--- config.mk ---
export PLATFORM = sky130hd
export DESIGN_NAME = err_compute
export DESIGN_NICKNAME = d
export VERILOG_FILES = /design/src/rtl/err_compute.sv
export SDC_FILE = /design/constraint.sdc
export NUM_CORES = 1
export LEC_CHECK = 0
export ABC_CLOCK_PERIOD_IN_PS = 4500
export BUFFER_PORTS_ARGS = -buffer_cell sky130_fd_sc_hd__buf_4
export CAP_MARGIN = 10
export CORE_MARGIN = 2
export CORE_UTILIZATION = 46
export DETAILED_ROUTE_END_ITERATION = 10
export HOLD_SLACK_MARGIN = 0.03
export PLACE_DENSITY = 0.64
export SKIP_LAST_GASP = 1
export SYNTH_ARGS = -nofsm -noshare
export SYNTH_HDL_FRONTEND = slang
export SYNTH_SLANG_ARGS = --single-unit
--- constraint.sdc ---
create_clock -name clk -period 4.5 [get_ports clk]
set_input_delay 0.45 -clock clk [delete_from_list [all_inputs] [get_ports clk]]
set_output_delay 0.45 -clock clk [all_outputs]
set_load 0.02 [all_outputs]
--- src/rtl/err_compute.sv ---
// Sequences eight A2D conversions, forms a weighted right-minus-left error and a raw-sum line detect.
// Latency 8*(2+cnv wait)+2 cycles from start; waits indefinitely on cnv_cmplt, start ignored while busy.
module err_compute #(
  parameter logic [14:0] LINE_THRES = 15'd2048
) (
  input  logic        clk,
  input  logic        rst_n,
  input  logic        start,
  output logic        strt_cnv,
  output logic [2:0]  chnnl,
  input  logic        cnv_cmplt,
  input  logic [11:0] res,
  output logic        busy,
  output logic [10:0] err_sat,
  output logic        err_vld,
  output logic        line_present
);

  typedef enum logic [1:0] {IDLE, CNV, WAIT, DONE} state_t;

  state_t             state_q, state_d;
  logic [2:0]         chnnl_q, chnnl_d;
  logic               strt_cnv_q, strt_cnv_d;
  logic               err_vld_q, err_vld_d;
  logic [10:0]        err_sat_q, err_sat_d;
  logic               line_present_q, line_present_d;
  logic signed [16:0] acc_q, acc_d;
  logic [14:0]        total_q, total_d;

  logic signed [16:0] wres;
  logic signed [16:0] acc_shr;
  logic [10:0]        acc_sat;

  // Channel pairs share a weight: ch0/1 x1, ch2/3 x2, ch4/5 x4, ch6/7 x8.
  assign wres    = signed'({5'b0, res} << chnnl_q[2:1]);
  assign acc_shr = acc_q >>> 3;

  always_comb begin
    acc_sat = acc_shr[10:0];
    if (acc_shr > 17'sd1023) begin
      acc_sat = 11'h3FF;
    end else if (acc_shr < -17'sd1024) begin
      acc_sat = 11'h400;
    end
  end

  always_comb begin
    state_d        = state_q;
    chnnl_d        = chnnl_q;
    strt_cnv_d     = 1'b0;
    err_vld_d      = 1'b0;
    err_sat_d      = err_sat_q;
    line_present_d = line_present_q;
    acc_d          = acc_q;
    total_d        = total_q;
    case (state_q)
      IDLE: begin
        if (start) begin
          acc_d      = '0;
          total_d    = '0;
          chnnl_d    = 3'd0;
          strt_cnv_d = 1'b1;
          state_d    = CNV;
        end
      end
      CNV: begin
        state_d = WAIT;
      end
      WAIT: begin
        if (cnv_cmplt) begin
          acc_d   = chnnl_q[0] ? (acc_q + wres) : (acc_q - wres);
          total_d = total_q + {3'b0, res};
          if (chnnl_q == 3'd7) begin
            state_d = DONE;
          end else begin
            chnnl_d    = chnnl_q + 3'd1;
            strt_cnv_d = 1'b1;
            state_d    = CNV;
          end
        end
      end
      DONE: begin
        err_sat_d      = acc_sat;
        line_present_d = (total_q > LINE_THRES);
        err_vld_d      = 1'b1;
        state_d        = IDLE;
      end
      default: state_d = IDLE;
    endcase
  end

  always_ff @(posedge clk or negedge rst_n) begin
    if (!rst_n) begin
      state_q        <= IDLE;
      chnnl_q        <= 3'd0;
      strt_cnv_q     <= 1'b0;
      err_vld_q      <= 1'b0;
      err_sat_q      <= 11'd0;
      line_present_q <= 1'b0;
      acc_q          <= '0;
      total_q        <= '0;
    end else begin
      state_q        <= state_d;
      chnnl_q        <= chnnl_d;
      strt_cnv_q     <= strt_cnv_d;
      err_vld_q      <= err_vld_d;
      err_sat_q      <= err_sat_d;
      line_present_q <= line_present_d;
      acc_q          <= acc_d;
      total_q        <= total_d;
    end
  end

  assign strt_cnv     = strt_cnv_q;
  assign chnnl        = chnnl_q;
  assign busy         = (state_q != IDLE);
  assign err_sat      = err_sat_q;
  assign err_vld      = err_vld_q;
  assign line_present = line_present_q;

endmodule

==> run summary <==
Sequential fraction of the synthesis area = 0.331
Antenna violations before repair = 0
Hold-fix buffers at CTS = 0
Worst supply voltage drop on vdd = 224 uV
Average cell area after synthesis = 8.37 um^2
Synthesized netlist net count = 510
Count of antenna-violating nets left after detailed routing = 0
Fraction of registers with async set/reset = 1.00
Library cell occupying the most area in the post-synthesis netlist = sky130_fd_sc_hd__dfrtp_1
Final hold vios = 0
Floorplan die width = 95.6 um
Data arrival time of the critical path = 4060 ps
Number of DRC violations after detailed-routing iteration 0 = 141
Final total negative setup slack = 0 ps
Maximum number of pins on one net before global-route repair = 52
Worst setup path startpoint = chnnl[1]$_DFFE_PN0P_
Post-route DRC violation count = 0
Leak = 2.07 nW
Clock latency reported for the late side of the worst-skew pair = 310 ps
Crit path max fanout = 12
Number of setup buffers added after CTS = 0
Total of cells resized after clock tree synthesis = 0
Max Cap Viol = 0
CTS tree = built
H-tree depth reported by CTS = 2
Layout cell share with drive strength beyond 1 = 0.115
Core Footprint = 8180 um^2
Count of filler cells inserted in the layout = 795
Filler-free cell count of the finished design = 600
F_max = 0.259 GHz
Max-slew headroom = 0.460
Starting density of the core = 0.472
Total of warnings raised by yosys = 0
Clock transition time at the flip-flop clock pins of the worst setup and hold paths = 100 ps
First-pass DRT Iterations = 4
Average routed wire per standard cell = 15.6 um
Endpoints failing setup = 0
DP Wirelength = 7220 um
Final count of pins violating max slew = 0
Most instantiated library cell after synthesis = sky130_fd_sc_hd__nand2_1
Worst Setup Path Type = register to register
Cell variety after synth = 54
Number of cell rows = 33
Final critical path time including I/O delays and setup = 3860 ps
Number of primary I/O pins = 34
Number of global-route vias before repair = 3107
Count of vias placed by the detailed router = 3401
Status = completed
Routability-driven placement congestion ratio = 0.887
First-pass GRT wire length = 15500 um
Worst Skew = 10.2 ps
Routed Wire Length = 9350 um
Slew at the pin closest to its max-slew limit = 807 ps
Gate Count Post-Synth = 461
Net count reported at finish = 543
Root buffer cell = sky130_fd_sc_hd__clkbuf_8
Total Die Area = 9130 um^2
Top area cells in the synthesized netlist = sky130_fd_sc_hd__dfrtp_1 33%, sky130_fd_sc_hd__ha_1 10%, sky130_fd_sc_hd__nand2_1 7.3%, sky130_fd_sc_hd__o21ai_0 6.1%, sky130_fd_sc_hd__a21oi_1 4.5%
Commonest cells in the synthesized netlist = 75 x sky130_fd_sc_hd__nand2_1, 51 x sky130_fd_sc_hd__dfrtp_1, 47 x sky130_fd_sc_hd__o21ai_0
Origin of the critical flop-to-flop path = chnnl[1]$_DFFE_PN0P_
Startpoint type of the worst setup path = register
Crit. End Element = register
Number of instances in the placed design = 592
Ratio of total power to cell area = 637 nW/um^2
TritonCTS Buffers = 5
Avg Vias per Cell = 5.67
Overall global routing resource usage = 0.219
Die height = 95.6 um
Clock Path Buffers = 2
Port-buffer cells = 33
Summed instance area of the synthesized netlist = 3860 um^2
Global-route congestion overflow total = 0
Total clock sinks = 51
Crit share post-route = 0.857
Count of antenna diodes in the layout = 0
Hold crit path type = primary input to asynchronous set/reset pin
Fraction of synthesized cell area taken by the top area cell type = 0.331
Data required, critical path = 4700 ps
P&R area growth vs syn = 11.9%
Top flip-flop cell by instance count after synthesis = sky130_fd_sc_hd__dfrtp_1
Number of enable flip-flop cells after synthesis = 0
Synthesized flop and latch total = 51
RSZ-0062 raised after global routing = no
==> layout by cell type, fill, tap and decap left out, types with 6 or more instances in the layout <==
master / netlist / final
sky130_fd_sc_hd__xor2_1: 14 / 14
sky130_fd_sc_hd__a21o_1: 14 / 14
sky130_fd_sc_hd__nor2_1: 25 / 24
sky130_fd_sc_hd__a21oi_1: 35 / 35
sky130_fd_sc_hd__inv_1: 20 / 20
sky130_fd_sc_hd__xnor2_1: 18 / 18
sky130_fd_sc_hd__o21ai_0: 47 / 47
sky130_fd_sc_hd__buf_4: 0 / 40
sky130_fd_sc_hd__o21ai_1: 6 / 6
sky130_fd_sc_hd__nand2_1: 75 / 75
sky130_fd_sc_hd__dfrtp_1: 51 / 51
sky130_fd_sc_hd__a31oi_1: 8 / 8
sky130_fd_sc_hd__ha_1: 31 / 31
sky130_fd_sc_hd__nand2b_1: 7 / 7
sky130_fd_sc_hd__nand3_1: 16 / 16
==> metrics by stage <==
stage          setup slack (ps)  area, um^2  hold WS (ps)  utilization  power, W
5_1_grt                     374        4320           224        0.528   0.00303
3_5_place_dp                650        4230           457        0.518   0.00248
4_1_cts                     627        4320           192        0.528   0.00276
3_3_place_gp                678        4230           452        0.518   0.00245
6_report                    642        4320           161        0.528   0.00275
2_1_floorplan               365        3860           154            -   0.00202
==> area by class of cell <==
cell class / instances / area, um^2 / share of cell area
Inverter: 21 / 78.8 / 0.0183
Tap cell: 105 / 131 / 0.0304
Clock inverter: 2 / 12.5 / 0.00290
Timing Repair Buffer: 40 / 300 / 0.0696
Clock buffer: 6 / 72.6 / 0.0168
Multi-Input combinational cell: 375 / 2440 / 0.566
Sequential cell: 51 / 1280 / 0.296
==> power breakdown <==
| part | internal [W] | leakage (nW) | switching, W |
|---|---|---|---|
| registers | 0.000620 | 0.672 | 0.000141 |
| logic | 0.000719 | 1.36 | 0.000997 |
| clock network | 0.000109 | 0.0412 | 0.000160 |
==> flip-flops by register name, summed over array words and instances, names as in the netlist <==
name	count
chnnl	3
state_q	2
err_sat	11
total_q	15
strt_cnv	1
line_present	1
acc_q	17
err_vld	1
==> worst paths after layout <==
kind	endpoint	slack [ps]	depth (start not counted)
worst min register to register	err_sat[6]$_DFFE_PN0P_	470	2
min in group clk	err_sat[6]$_DFFE_PN0P_	470	2
worst min-delay path	line_present$_DFFE_PN0P_	160	1
worst max register to register	acc_q[16]$_DFFE_PN0P_	640	17
worst max-delay path	acc_q[16]$_DFFE_PN0P_	640	17
max in group asynchronous	acc_q[9]$_DFFE_PN0P_	3900	1
==> cell families after synthesis <==
kind of cell               after synthesis  share of synthesized area
xor gates and xnor gates                32                     0.0727
and+or+nand+nor                        156                      0.188
DFF                                     51                      0.331
adders and majority gates               33                      0.111
AOI/OAI and AO/OA                      148                      0.236
buffers and inverters                   35                     0.0360
muxes                                    6                     0.0256
==> metal layers <==
layer	track usage	wire length, um	share of wire	vias to the layer above
met3	0.0277	433	0.046	9
met5	0	0	0	-
li1	-	-	-	1727
met4	0.0619	153	0.016	0
met2	0.336	4080	0.44	83
met1	0.324	4690	0.50	1582
==> critical path, stage by stage (launching register included) <==
cell and delay [ps]:
sky130_fd_sc_hd__dfrtp_1 480, sky130_fd_sc_hd__buf_4 220, sky130_fd_sc_hd__nor2_1 150, sky130_fd_sc_hd__nand2_1 120, sky130_fd_sc_hd__ha_1 210, sky130_fd_sc_hd__inv_1 110
sky130_fd_sc_hd__nor4_4 70, sky130_fd_sc_hd__and2_1 180, sky130_fd_sc_hd__a21oi_1 260, sky130_fd_sc_hd__nor2_1 90, sky130_fd_sc_hd__o32a_1 330, sky130_fd_sc_hd__ha_1 350
sky130_fd_sc_hd__a21o_1 190, sky130_fd_sc_hd__a21oi_1 150, sky130_fd_sc_hd__inv_1 60, sky130_fd_sc_hd__or3_1 350, sky130_fd_sc_hd__and3_1 180, sky130_fd_sc_hd__a221o_1 250
No activity file was read; power rests on OpenSTA's default activity.
